$ cat config.mk
export PLATFORM = sky130hd
export DESIGN_NAME = unified_mem_arbiter
export DESIGN_NICKNAME = d
export VERILOG_FILES = /design/src/rtl/unified_mem_arbiter.sv
export SDC_FILE = /design/constraint.sdc
export NUM_CORES = 1
export LEC_CHECK = 0
export CAP_MARGIN = 20
export CORE_AREA = 2 2 107 109
export DETAILED_ROUTE_END_ITERATION = 7
export DIE_AREA = 0 0 109 111
export GPL_ROUTABILITY_DRIVEN = 0
export PLACE_DENSITY_LB_ADDON = 0.25
export SLEW_MARGIN = 40
export SYNTH_ARGS = -nofsm -noshare
export SYNTH_HDL_FRONTEND = slang
export SYNTH_SLANG_ARGS = --single-unit
export TNS_END_PERCENT = 10
$ cat constraint.sdc
create_clock -name clk -period 2.35 [get_ports clk]
set_input_delay 0.705 -clock clk [delete_from_list [all_inputs] [get_ports clk]]
set_output_delay 0.705 -clock clk [all_outputs]
set_load 0.005 [all_outputs]
$ cat src/rtl/unified_mem_arbiter.sv
// rtl/unified_mem_arbiter.sv - IF/DM arbiter for one shared fixed-latency single-ported memory
module unified_mem_arbiter #(
  parameter int ADDR_W     = 8,
  parameter int DATA_W     = 32,
  parameter int MEM_LAT    = 2,
  parameter int STARVE_MAX = 4
) (
  input  logic              clk,
  input  logic              rst,
  input  logic              if_req,
  input  logic [ADDR_W-1:0] if_addr,
  output logic              if_gnt,
  output logic              if_rvalid,
  output logic [DATA_W-1:0] if_rdata,
  input  logic              dm_req,
  input  logic              dm_we,
  input  logic [ADDR_W-1:0] dm_addr,
  input  logic [DATA_W-1:0] dm_wdata,
  output logic              dm_gnt,
  output logic              dm_rvalid,
  output logic [DATA_W-1:0] dm_rdata,
  output logic              mem_en,
  output logic              mem_we,
  output logic [ADDR_W-1:0] mem_addr,
  output logic [DATA_W-1:0] mem_wdata,
  input  logic [DATA_W-1:0] mem_rdata,
  output logic              stall_if,
  output logic              stall_m,
  output logic              busy
);

  typedef enum logic {IDLE, WAIT} state_t;

  state_t            state_q, state_d;
  logic [2:0]        cnt_q, cnt_d;
  logic [3:0]        starve_q, starve_d;
  logic              own_dm_q, own_dm_d;
  logic              own_we_q, own_we_d;
  logic [ADDR_W-1:0] addr_q, addr_d;
  logic [DATA_W-1:0] wdata_q, wdata_d;
  logic              if_rvalid_q, if_rvalid_d;
  logic              dm_rvalid_q, dm_rvalid_d;
  logic [DATA_W-1:0] if_rdata_q, if_rdata_d;
  logic [DATA_W-1:0] dm_rdata_q, dm_rdata_d;
  logic              dm_wins;

  always_comb begin
    state_d     = state_q;
    cnt_d       = cnt_q;
    starve_d    = starve_q;
    own_dm_d    = own_dm_q;
    own_we_d    = own_we_q;
    addr_d      = addr_q;
    wdata_d     = wdata_q;
    if_rvalid_d = 1'b0;
    dm_rvalid_d = 1'b0;
    if_rdata_d  = if_rdata_q;
    dm_rdata_d  = dm_rdata_q;
    if_gnt      = 1'b0;
    dm_gnt      = 1'b0;
    mem_en      = 1'b0;
    mem_we      = 1'b0;
    mem_addr    = addr_q;
    mem_wdata   = wdata_q;
    dm_wins     = dm_req && (!if_req || (starve_q < 4'(STARVE_MAX)));
    case (state_q)
      IDLE: begin
        // rst gates the combinational issue path so every output reads 0 in reset
        if (rst && (if_req || dm_req)) begin
          mem_en  = 1'b1;
          state_d = WAIT;
          cnt_d   = 3'(MEM_LAT - 1);
          if (dm_wins) begin
            dm_gnt    = 1'b1;
            mem_we    = dm_we;
            mem_addr  = dm_addr;
            mem_wdata = dm_wdata;
            addr_d    = dm_addr;
            wdata_d   = dm_wdata;
            own_dm_d  = 1'b1;
            own_we_d  = dm_we;
            if (if_req && (starve_q < 4'(STARVE_MAX))) starve_d = starve_q + 4'd1;
          end else begin
            if_gnt   = 1'b1;
            mem_addr = if_addr;
            addr_d   = if_addr;
            own_dm_d = 1'b0;
            own_we_d = 1'b0;
            starve_d = 4'd0;
          end
        end
      end
      WAIT: begin
        if (cnt_q == 3'd0) begin
          state_d = IDLE;
          if (own_dm_q) begin
            dm_rvalid_d = 1'b1;
            if (!own_we_q) dm_rdata_d = mem_rdata;
          end else begin
            if_rvalid_d = 1'b1;
            if_rdata_d  = mem_rdata;
          end
        end else begin
          cnt_d = cnt_q - 3'd1;
        end
      end
      default: state_d = IDLE;
    endcase
  end

  always_ff @(posedge clk or negedge rst) begin
    if (!rst) begin
      state_q     <= IDLE;
      cnt_q       <= 3'd0;
      starve_q    <= 4'd0;
      own_dm_q    <= 1'b0;
      own_we_q    <= 1'b0;
      addr_q      <= '0;
      wdata_q     <= '0;
      if_rvalid_q <= 1'b0;
      dm_rvalid_q <= 1'b0;
      if_rdata_q  <= '0;
      dm_rdata_q  <= '0;
    end else begin
      state_q     <= state_d;
      cnt_q       <= cnt_d;
      starve_q    <= starve_d;
      own_dm_q    <= own_dm_d;
      own_we_q    <= own_we_d;
      addr_q      <= addr_d;
      wdata_q     <= wdata_d;
      if_rvalid_q <= if_rvalid_d;
      dm_rvalid_q <= dm_rvalid_d;
      if_rdata_q  <= if_rdata_d;
      dm_rdata_q  <= dm_rdata_d;
    end
  end

  assign if_rvalid = if_rvalid_q;
  assign dm_rvalid = dm_rvalid_q;
  assign if_rdata  = if_rdata_q;
  assign dm_rdata  = dm_rdata_q;
  assign busy      = (state_q == WAIT);
  assign stall_if  = rst & if_req & ~if_rvalid_q;
  assign stall_m   = rst & dm_req & ~dm_rvalid_q;

endmodule

==> flow_summary.ini <==
[power]
power_density_nw_per_um2 = 1360
vdd_drop_max_mv = 0.718
total_power_mw = 10.6
p_leak_nw = 3.55

[finish]
stdcell_count = 700
mostFrequentLayoutCell = clkdlybuf4s50_1
area.growth.synth_to_final_pct = 74.3
layout-drive-gt1-share_pct = 42.0
finish.utilization_pct = 70.3
n_antenna_cell = 0
n_fill_cell = 788
design_area_um2 = 7790
nets = 632
final_cell_mix = clkdlybuf4s50_1, dfrtp_1, mux2_2

[worst_setup_path]
path_max_fanout = 6
reg2reg_depth = 7
worstPathArrival_ns = 1.95
path_class = flop to primary output
path_cells = o21ai_2 -> nand3_2 -> buf_6 -> buf_12 -> buf_6 -> mux2_4 -> buf_6
required_ns = 1.64
rr_startpoint = cnt_q[0]
reg2reg_slack_ns = 0.43
crit_top_cell = buf_6
cp-start-kind = flop
timing.rr.end = dm_rdata[30]
critPathSlowestCell = dfrtp_1
setup.worst_path.end_class = primary output
cpPeakStageDelay_ns = 0.40

[clock_network]
cts_hold_buf = 0
ctsLongestPathBuffers = 2
cts_tree = done
clk_pin_slew_ns = 0.05
cts_root_buffer = clkbuf_16
clock_latency_ns = 0.40
clock-sinks = 116
cts_inserted_buffers = 17
htreeDepth = 4

[yosys]
synth_area_leaders = dfrtp_1, mux2_2, a221o_1, mux2_1, nor3b_1
synth_top_area_cell = dfrtp_1
synth_area_per_cell_um2 = 15.6
synth_fa_ha_area_share_pct = 0.840
synth_compound_area_share_pct = 2.94
synthCells = 286
seq_area_frac_synth_pct = 65.0
yosys.area.top_type_share_pct = 65.0
synth.mux.area_fraction_pct = 24.2
yosys.area_share.simple_pct = 4.40
yosys_warnings = 0
synth_top_family_by_area = multiplexers
synth-xor-area-share_pct = 0.196
synth_area_um2 = 4470
synth_cell_types = 27
yosys_register_bits = 116
syn_nets = 374

[sta]
tightest_slew_ns = 0.675
finalCritPeriodShare_pct = 113
final.setup_skew_ns = 0.00568
fin_ws_ns = -0.303
drv_slew = 0
setup_tns_ns = -9.19
finalSetupViolations = 43
hold_violations = 0
slew_headroom_pct = 55.0
fin_hold_ws_ns = 0.328
rsz0062_at_grt = yes
max_freq_mhz = 377
post-route-min-period_ns = 2.65

[run_status]
status = finished with violations
violations = negative setup slack

[routing]
ant_nets = 0
drt-initial-drc-count = 116
first_pass_iters = 4
avgViaCountPerCell = 4.82
post_drt_wl_per_cell_um = 17.4
vias = 3374
wl_mm = 12.2
drc_errors = 0

[run]
drv_cap = 0

[global_route]
antenna_found_initial = 0
grt_pass1_vias = 3754
grt_pass1_wl_mm = 19.4
track_usage_pct = 21.0
overflow = 0
grt_max_degree = 75

[placed_design]
numPortBuffers = 197
post-place-ws_ns = -0.860
place_area_um2 = 6760
hpwl_mm = 7.83
dp.cells = 640

[die]
pin_count = 198
die_w_um = 109
rows = 39
dieArea_um2 = 12100
initial_utilization_pct = 40.3
die_y_um = 111
core_area_um2 = 11100

[min_path]
holdCritPathClass = primary input to async pin
==> registers in the layout, summed over array words and instances (netlist names) <==
name       cells
own_dm_q       1
if_rdata      32
if_rvalid      1
dm_rvalid      1
busy           1
cnt_q          3
dm_rdata      32
addr_q         8
starve_q       4
own_we_q       1
wdata_q       32
==> worst max-delay path by stage <==
| stage | from | cells after the start | to | slack (ns) |
|---|---|---|---|---|
| finish | starve_q[3] | 7 | mem_wdata[15] | -0.30 |
| CTS | rst | 9 | mem_we | -0.32 |
| global placement | dm_req | 6 | mem_addr[6] | -0.81 |
| global route | starve_q[3] | 7 | mem_wdata[15] | -0.38 |
| detailed placement | if_req | 7 | mem_addr[5] | -0.86 |
| floorplan | rst | 4 | mem_addr[2] | 0.11 |
==> report_power, final <==
part / leakage, nW / internal [mW] / switching [mW] / total (mW)
Sequential: 1.38 / 2.99 / 0.419 / 3.41
Combinational: 1.84 / 2.85 / 1.42 / 4.27
Clock: 0.327 / 2.07 / 0.873 / 2.94
==> cells in the mapped netlist, drive strengths merged <==
master,number
dfrtp,116
mux2,96
buf,12
nor3b,9
a221o,8
nand2,8
inv,7
nand3,4
nor2,4
o21ai,4
ha,3
a21oi,2
and2,2
nand2b,2
o22ai,2
a22o,1
and3,1
and3b,1
clkbuf,1
nand3b,1
nor2b,1
xnor2,1
==> critical path: cells and delay by family, from the launching register on <==
family,cells,cell delay [ns]
buffers and inverters,4,0.52
multiplexers,1,0.30
AND/OR/NAND/NOR,1,0.14
AO/OA/AOI/OAI,1,0.18
flip-flops,1,0.40
==> layout make-up <==
class	instances	area (um2)	share of cell area, %
multi-input combinational	150	1560	20.0
clock buffer	23	478	6.14
clock inverter	9	198	2.54
inverter	7	26.3	0.337
timing repair buffer	252	2440	31.4
sequential	116	2900	37.3
tap	143	179	2.30
==> routing by layer <==
metal  vias to the layer above  routed length (um)  GRT usage (%)
met5                         -                   0              0
li1                       1530                   -              -
met2                       140                6030           34.6
met1                      1693                4640           23.6
met3                        11                1390           10.2
met4                         0                 146           6.92
==> kinds of logic (layout without fill, tap and decap cells) <==
logic type,after synthesis,in the layout
AOI/OAI and AO/OA,17,17
buffers and inverters,20,291
xor gates and xnor gates,1,1
DFF,116,116
muxes,96,96
and+or+nand+nor,33,33
adders and majority gates,3,3
==> what timing repair did <==
| action | CTS | global route |
|---|---|---|
| resized for setup | 206 | 29 |
| hold endpoints to repair | 0 | 0 |
| pin swaps | 8 | 4 |
| cloned | 3 | 0 |
| setup buffers | 22 | 4 |
| endpoints found under the setup margin | 46 | 44 |
(Power assumes the default switching activity.)
